## config.mk

```make
export PLATFORM = sky130hd
export DESIGN_NAME = aes_job_scheduler
export DESIGN_NICKNAME = d
export VERILOG_FILES = /design/src/rtl/aes_job_scheduler.sv
export SDC_FILE = /design/constraint.sdc
export NUM_CORES = 1
export LEC_CHECK = 0
export BUFFER_PORTS_ARGS = -buffer_cell sky130_fd_sc_hd__buf_2
export CORE_MARGIN = 4
export CORE_UTILIZATION = 25
export CTS_BUF_LIST = sky130_fd_sc_hd__clkbuf_4
export DETAILED_ROUTE_END_ITERATION = 8
export GPL_TIMING_DRIVEN = 0
export MAX_ROUTING_LAYER = met4
export SLEW_MARGIN = 20
export SYNTH_ARGS = -nofsm -noshare
export SYNTH_HDL_FRONTEND = slang
export SYNTH_SLANG_ARGS = --single-unit
```

## constraint.sdc

```tcl
create_clock -name clk -period 3.75 [get_ports clk]
set_clock_uncertainty 0.1 [all_clocks]
set_input_delay 0.75 -clock clk [delete_from_list [all_inputs] [get_ports clk]]
set_output_delay 0.75 -clock clk [all_outputs]
set_load 0.005 [all_outputs]
```

## src/rtl/aes_job_scheduler.sv

```systemverilog
// aes_job_scheduler
// Sequences one AES encryption job. It selects the key size (nk/nr) and runs
// key expansion unless a still-valid key of the same length is cached. It then
// feeds job_nblk plaintext blocks to the encrypt core, one block in flight at
// a time. Each ciphertext goes back to the host through a valid/ready
// handshake. Timeouts on the key-expansion and core waits latch a sticky err.
// Only abort or reset clears err.
module aes_job_scheduler #(
  parameter int CNT_W      = 8,
  parameter int KE_TIMEOUT = 1023,
  parameter int CORE_TMO   = 255
) (
  input  logic             clk,
  input  logic             rst_n,
  input  logic             job_valid,
  output logic             job_ready,
  input  logic [1:0]       job_klen,
  input  logic             job_newkey,
  input  logic [CNT_W-1:0] job_nblk,
  input  logic             abort,
  output logic [3:0]       nk,
  output logic [3:0]       nr,
  output logic             ke_start,
  input  logic             ke_done,
  input  logic             blk_valid,
  output logic             blk_ready,
  output logic             core_load,
  input  logic             core_full,
  input  logic             core_done,
  output logic             res_valid,
  input  logic             res_ready,
  output logic [CNT_W-1:0] blk_cnt,
  output logic             job_done,
  output logic             err
);

  typedef enum logic [2:0] {
    S_IDLE,
    S_KEYEXP,
    S_WAITKE,
    S_ISSUE,
    S_WAITCORE,
    S_RESULT,
    S_ERROR
  } state_t;

  // One shared wait timer serves both timeouts. The two waits never overlap.
  localparam int TMAX = (KE_TIMEOUT > CORE_TMO) ? KE_TIMEOUT : CORE_TMO;
  localparam int TW   = (TMAX < 2) ? 1 : $clog2(TMAX + 1);
  localparam logic [TW-1:0] KE_LIM   = TW'(KE_TIMEOUT);
  localparam logic [TW-1:0] CORE_LIM = TW'(CORE_TMO);

  state_t           state;
  logic [1:0]       klen_q;
  logic [1:0]       last_klen;
  logic             key_ok;
  logic [CNT_W-1:0] nblk_q;
  logic [TW-1:0]    tmr;
  logic [TW-1:0]    tmr_inc;

  // Saturating increment. The >= compare on tmr_inc means a limit of 1 trips
  // after a single waiting cycle.
  assign tmr_inc = (&tmr) ? tmr : tmr + 1'b1;

  // The scheduler takes a job only while idle. This is a pure decode of the
  // state flop.
  assign job_ready = (state == S_IDLE);

  // NOTE: core_load is decoded from the current state and the live block
  // handshake, not registered. That way it coincides with the blk_valid it
  // consumes, and it can only ever be high while the FSM sits in ISSUE.
  assign core_load = (state == S_ISSUE) && !abort && (blk_cnt != nblk_q) &&
                     blk_valid && !core_full;
  assign blk_ready = core_load;

  // Main sequencer: state, job context, timers and registered outputs.
  // NOTE: every register here uses non-blocking assignment, so all of them
  // see the same pre-edge values regardless of statement order.
  always_ff @(posedge clk or negedge rst_n) begin
    if (!rst_n) begin
      state     <= S_IDLE;
      klen_q    <= 2'b00;
      last_klen <= 2'b00;
      key_ok    <= 1'b0;
      nblk_q    <= '0;
      tmr       <= '0;
      nk        <= 4'd4;
      nr        <= 4'd10;
      ke_start  <= 1'b0;
      res_valid <= 1'b0;
      blk_cnt   <= '0;
      job_done  <= 1'b0;
      err       <= 1'b0;
    end else begin
      ke_start <= 1'b0;
      job_done <= 1'b0;
      if (abort) begin
        // abort wins over everything. blk_cnt is kept for the host to inspect.
        state     <= S_IDLE;
        err       <= 1'b0;
        res_valid <= 1'b0;
        key_ok    <= 1'b0;
        tmr       <= '0;
      end else begin
        case (state)
          S_IDLE: begin
            if (job_valid) begin
              klen_q  <= job_klen;
              nblk_q  <= job_nblk;
              blk_cnt <= '0;
              if (job_klen == 2'b11) begin
                state  <= S_ERROR;
                err    <= 1'b1;
                key_ok <= 1'b0;
              end else begin
                // 128/192/256-bit keys: nk = 4/6/8 words, nr = 10/12/14 rounds.
                nk <= 4'd4  + {1'b0, job_klen, 1'b0};
                nr <= 4'd10 + {1'b0, job_klen, 1'b0};
                if (key_ok && !job_newkey && (job_klen == last_klen)) begin
                  state <= S_ISSUE;
                end else begin
                  state    <= S_KEYEXP;
                  ke_start <= 1'b1;
                end
              end
            end
          end
          S_KEYEXP: begin
            key_ok <= 1'b0;
            tmr    <= '0;
            state  <= S_WAITKE;
          end
          S_WAITKE: begin
            if (ke_done) begin
              key_ok    <= 1'b1;
              last_klen <= klen_q;
              state     <= S_ISSUE;
            end else if (tmr_inc >= KE_LIM) begin
              state <= S_ERROR;
              err   <= 1'b1;
            end else begin
              tmr <= tmr_inc;
            end
          end
          S_ISSUE: begin
            if (blk_cnt == nblk_q) begin
              job_done <= 1'b1;
              state    <= S_IDLE;
            end else if (core_load) begin
              tmr   <= '0;
              state <= S_WAITCORE;
            end
          end
          S_WAITCORE: begin
            if (core_done) begin
              res_valid <= 1'b1;
              state     <= S_RESULT;
            end else if (tmr_inc >= CORE_LIM) begin
              state <= S_ERROR;
              err   <= 1'b1;
            end else begin
              tmr <= tmr_inc;
            end
          end
          S_RESULT: begin
            if (res_ready) begin
              res_valid <= 1'b0;
              blk_cnt   <= blk_cnt + 1'b1;
              state     <= S_ISSUE;
            end
          end
          S_ERROR: begin
            err    <= 1'b1;
            key_ok <= 1'b0;
          end
          default: state <= S_IDLE;
        endcase
      end
    end
  end

endmodule

```

---- After elaboration in Yosys (flattened, before gate mapping) ----
Cells that the tools add are included.
cells by class
  add/subtract/negate cells ............... 4
  $mul .................................... 0
  divide/modulo/power cells ............... 0
  magnitude comparators ................... 2
  equality and inequality tests ........... 29
  shift-type cells ........................ 0
  muxes and demuxes ....................... 49
  bitwise operators ....................... 2
  reductions and logical operators ........ 26
operator list
  operator                                               count
  2-to-1 mux 10 bit                                      8
  one-hot mux 10 bit (4 select lines)                    1
  != test 3 bit (second input constant)                  11
  2-to-1 mux 3 bit                                       10
  2-to-1 mux 1 bit                                       22
  one-hot mux 3 bit (7 select lines)                     1
  2-to-1 mux 8 bit                                       2
  one-hot mux 8 bit (2 select lines)                     1
  AND reduction 7 bit                                    2
  AND reduction 4 bit                                    3
  adder 10 x 1 -> 10 bit (second input constant)         1
  >= comparator 10 bit (second input constant)           1
  >= comparator 10 x 8 -> 1 bit (second input constant)  1
  AND reduction 10 bit                                   1
  nonzero test 5 bit                                     2
  equality test 3 bit (second input constant)            3
  AND reduction 3 bit                                    3
  adder 8 x 1 -> 8 bit (second input constant)           1
  equality test 8 bit                                    1
  != test 4 bit (second input constant)                  2
  != test 8 bit                                          1
  equality test 3 x 2 -> 1 bit (second input constant)   2
  logical AND 1 bit                                      6
  != test 2 bit (second input constant)                  3
  other kinds (20)                                       23
storage, ports and cells
  register bits after elaboration ......... 46
  latch bits .............................. 0
  bits in writable memories ............... 0
  ROM bits ................................ 0
  word-level logic and storage cells ...... 125
  memories kept ........................... 0

---- Longest topological paths before layout ----
  word-level depth ........................ 9
  gate-level depth with buffers ........... 9
  depth with buffers taken out ............ 7

---- Worst setup path before layout ----
No wires, ideal clock.
  path type ............................... register to register
  start ................................... register tmr[1]
  end ..................................... register state[1]
  setup time .............................. 0.125 ns
  data arrival time ....................... 2.517 ns
  required time ........................... 3.525 ns
  setup slack ............................. 1.008 ns
  cell stages (with the launch flop) ...... 9
  clock period less this slack ............ 2.742 ns
  path through ............................ dfrtp_1 > ha_1 > buf_4 > nand3_1 > or4_1 > a32o_2 > or3_1 > a21oi_1 > mux2_2
between the ends
  cells in the longest elaborated chain, start to end .. 5
  elaborated cells between the ends (all ways) .. 8
  classes of those cells .................. add/sub (1); order compare (2); eq/ne (2); mux (1); reduce/logical (2)
RTL lines
  what                                                                   RTL line  source
  start, declared                                                        58        logic [TW-1:0] tmr;
  start signal, assigned                                                 142       tmr <= tmr_inc;
  start signal, assigned                                                 162       tmr <= tmr_inc;
  adder 10 x 1 -> 10 bit or AND reduction 10 bit (tied branches)         63        assign tmr_inc = (&tmr) ? tmr : tmr + 1'b1;
  2-to-1 mux 10 bit *                                                    63
  >= comparator 10 x 8 -> 1 bit or >= comparator 10 bit (tied branches)  158, 138
  != test 4 bit (no line)                                                -
  AND reduction 6 bit (no line) *                                        -
  end signal, assigned                                                   157       state <= S_RESULT;
  end signal, assigned                                                   159       state <= S_ERROR;
  end signal, assigned                                                   169       state <= S_ISSUE;
  end, declared                                                          53        state_t state;
Every way passes the cells marked *; elsewhere a longest branch is shown, timed or not.
A chain may end at the register's enable or synchronous reset.

---- Worst setup path after layout ----
  start ................................... register tmr[1]
  end ..................................... register tmr[0]
between the ends
  cells in the longest elaborated chain, start to end .. 6
  elaborated cells between the ends (all ways) .. 14
  classes of those cells .................. add/sub (1); order compare (2); eq/ne (2); mux (7); reduce/logical (2)
RTL lines
  what                                                                                   RTL line
  parallel branches: the longest is 1 deep, another holds adder 10 x 1 -> 10 bit         -
  2-to-1 mux 10 bit *                                                                    63
  parallel branches: the longest is 4 deep, another holds >= comparator 10 x 8 -> 1 bit  -
Every way passes the cells marked *. The select of a mux whose other input is x is not followed.

==> impl_metrics.json <==
{
  "cts_sinks": 44,
  "muxShareOfSynthArea_pct": 2.48,
  "dp_slack_ns": 0.634,
  "synth_compound_area_share_pct": 22.6,
  "seqCellArea_sq_um": 1100,
  "synth_top_family_by_area": "simple AND/OR/NAND/NOR gates",
  "min_period_over_period_pct": 85.3,
  "tightest_slew_ns": 0.776,
  "setup_tns_ns": 0,
  "drc": 0,
  "p_total_mw": 1.78,
  "synth_xor_area_share_pct": 4.35,
  "power_frac_comb_pct": 41.2,
  "cts_max_level": 2,
  "place_inst": 514,
  "switching_power_uw": 692,
  "drt-vias-per-instance": 5.07,
  "r2r-end": "tmr[0]",
  "fin_ws_ns": 0.553,
  "yosys_warnings": 0,
  "drive_above_1_share_pct": 19.6,
  "p_per_area_nw_per_um2": 538,
  "clkPwrFrac_pct": 21.1,
  "initial_core_util_pct": 25.8,
  "ant_nets": 0,
  "swShare_pct": 38.9,
  "dp_hpwl_mm": 5.70,
  "finalHoldViolations": 0,
  "synth_ff_type": "dfrtp_1",
  "crit_chain": "ha_1 > buf_4 > nand3_1 > or4_1 > a32o_2 > nor4_2 > a2111o_1 > o32ai_1",
  "clk_latency_ns": 0.35,
  "cpPeakStageDelay_ns": 0.57,
  "status": "finished, final reports clean",
  "cts-buffers-inserted": 5,
  "r2r_cells": 8,
  "clock-root-buffer": "clkbuf_4",
  "r2r_start": "tmr[1]",
  "ys_seq_area_share_pct": 39.2,
  "area_growth_pct": 17.3,
  "cts_resized": 0,
  "multiInputGateArea_sq_um": 1550,
  "startpoint": "tmr[1]",
  "grt_overflow_total": 0,
  "core_sq_um": 10900,
  "fmax_mhz": 313,
  "whs_ns": 0.284,
  "clkSlewWorstSetupHoldPaths_ns": 0.14,
  "antenna_found_initial": 0,
  "setup_viol": 0,
  "wl_per_cell_um": 14.6,
  "grt_pass1_wl_mm": 12.7,
  "crit_slowest_cell": "or4_1",
  "avgSynthCellArea_sq_um": 8.47,
  "synth_edf_count": 0,
  "die_w_um": 114,
  "cts_tree": "yes",
  "synth_fa_ha_area_share_pct": 1.33,
  "fin_nets": 404,
  "worstSetupPathType": "reg2reg",
  "reg2reg_slack_ns": 0.55,
  "synth_seq_cells": 44,
  "final.fill_count": 1161,
  "gp_congestion": 0.925,
  "ir_drop_uv": 214,
  "drt-total-wl_mm": 7.60,
  "vias": 2644,
  "io_buffers": 40,
  "cts_hold_buf": 0,
  "grt_pass1_vias": 2504,
  "grt_max_degree": 45,
  "report.final.slew_viol_count": 0,
  "worstPathRequired_ns": 3.86,
  "dieArea_sq_um": 13000,
  "drtIter0Drc": 291,
  "boundaryPins": 43,
  "insertedDiodeCount": 0,
  "synthArstFlopShare_pct": 100,
  "synth.distinct_cells": 57,
  "num_rows": 38,
  "clockBufferDepth": 2,
  "drtPass1Iterations": 5,
  "p_int_mw": 1.09,
  "fin_crit_ns": 3.20,
  "worstHoldPathType": "in2async",
  "gr-usage-all-layers_pct": 12.2,
  "path_max_fanout": 10,
  "post_cts_buffers": 0,
  "maxSlewHeadroom_pct": 47.7,
  "synth-simple-area-share_pct": 24.0,
  "netlist_area_sq_um": 2820,
  "maxCapViolations": 0,
  "die_h_um": 114,
  "rsz0062_at_grt": "no",
  "endpoint_kind": "flip-flop",
  "p_leak_nw": 1.51,
  "pwr-share-seq_pct": 37.7,
  "layout.cells.non_filler": 522,
  "arrival_ns": 3.31,
  "startpoint_type": "flip-flop",
  "synthCells": 333
}
==> flip-flops by register name, indices dropped and copies added (netlist names) <==
register   count
tmr           10
blk_cnt        8
nblk_q         8
nk             3
nr             3
state          3
klen_q         2
last_klen      2
err            1
job_done       1
ke_start       1
key_ok         1
res_valid      1
==> logic make-up (layout without fill, tap and decap cells) <==
family | after synthesis | after routing
flip-flops | 44 | 44
other | 1 | 2
XOR/XNOR | 14 | 14
buffers and inverters | 38 | 86
multiplexers | 6 | 6
adder cells (fa/ha/maj) | 3 | 3
AO/OA/AOI/OAI | 86 | 86
AND/OR/NAND/NOR | 141 | 141
==> stage by stage <==
step	util [%]	instance area (sq um)
final	30.3	3310
after global placement	29.3	3200
after detailed placement	29.3	3200
after floorplan	-	2830
after CTS	30.2	3310
after global routing	30.3	3310
==> power groups by stage <==
stage | combinational (mW) | sequential [mW] | clock (mW)
final | 0.734 | 0.670 | 0.376
after detailed placement | 0.731 | 0.682 | 0
after global routing | 0.823 | 0.688 | 0.405
after global placement | 0.723 | 0.676 | 0
after floorplan | 0.510 | 0.671 | 0
after CTS | 0.734 | 0.673 | 0.384
==> critical path: cells and delay by family (launching register included) <==
kind            cells  cell delay (ns)
compound gates      3             0.70
fa+ha+maj           1             0.21
buf+inv             1             0.17
flops               1             0.53
simple gates        3             1.35
==> worst max-delay path by stage <==
stage | to | slack [ns] | cells after the start
after floorplan | state[1] | 1.01 | 8
final | tmr[0] | 0.55 | 8
after CTS | tmr[0] | 0.59 | 8
after global routing | tmr[5] | 0.40 | 8
after detailed placement | tmr[0] | 0.63 | 8
after global placement | tmr[5] | 0.62 | 8
==> final cells by class <==
| type | instances | share of cell area, % |
|---|---|---|
| clock inverters | 2 | 1.82 |
| inverters | 17 | 1.93 |
| well taps | 140 | 5.30 |
| repair buffers | 40 | 6.13 |
| multi-input cells | 252 | 46.9 |
| clock buffers | 6 | 1.36 |
| flip-flops and latches | 44 | 33.4 |
| plain buffers | 21 | 3.14 |
==> metal layers <==
layer	track usage, %	up-vias	part of all wire [%]
li1	-	1287	-
met1	16.3	1278	46
met5	-	-	0
met4	3.17	0	1.7
met2	19.3	66	47
met3	2.27	13	5.0
==> layout by cell type (no fill, tap or decap), types with 3 or more instances in the layout <==
cell / netlist / final
buf_2: 2 / 41
o31ai_1: 7 / 7
xor2_1: 14 / 14
a2bb2oi_1: 5 / 5
inv_1: 17 / 17
and3_1: 6 / 6
a21oi_1: 18 / 18
nor2_1: 24 / 24
buf_4: 6 / 7
clkbuf_4: 0 / 6
nor4_1: 3 / 3
or3_1: 5 / 5
dfstp_2: 3 / 3
o21ai_0: 13 / 13
nand2b_1: 5 / 5
and2_1: 3 / 3
a31oi_1: 6 / 6
ha_1: 3 / 3
o41ai_1: 5 / 5
nand2_1: 62 / 62
nand4_1: 7 / 7
nand3_1: 8 / 8
nor3_1: 8 / 8
clkbuf_1: 13 / 13
mux2_2: 4 / 4
dfrtp_1: 41 / 41
a311oi_1: 4 / 4
==> cells in the mapped netlist, types with 5 or more instances <==
master	number	area, sq um
a21oi_1	18	90.1
nor2_1	24	90.1
o41ai_1	5	43.8
o21ai_0	13	65.1
dfrtp_1	41	1030
xor2_1	14	123
nand2_1	62	233
nor3_1	8	40.0
a31oi_1	6	37.5
buf_4	6	45.0
o31ai_1	7	52.6
nand3_1	8	40.0
or3_1	5	31.3
nand4_1	7	43.8
clkbuf_1	13	48.8
nand2b_1	5	31.3
and3_1	6	37.5
inv_1	17	63.8
a2bb2oi_1	5	43.8
No activity file was read; power rests on OpenSTA's default activity.
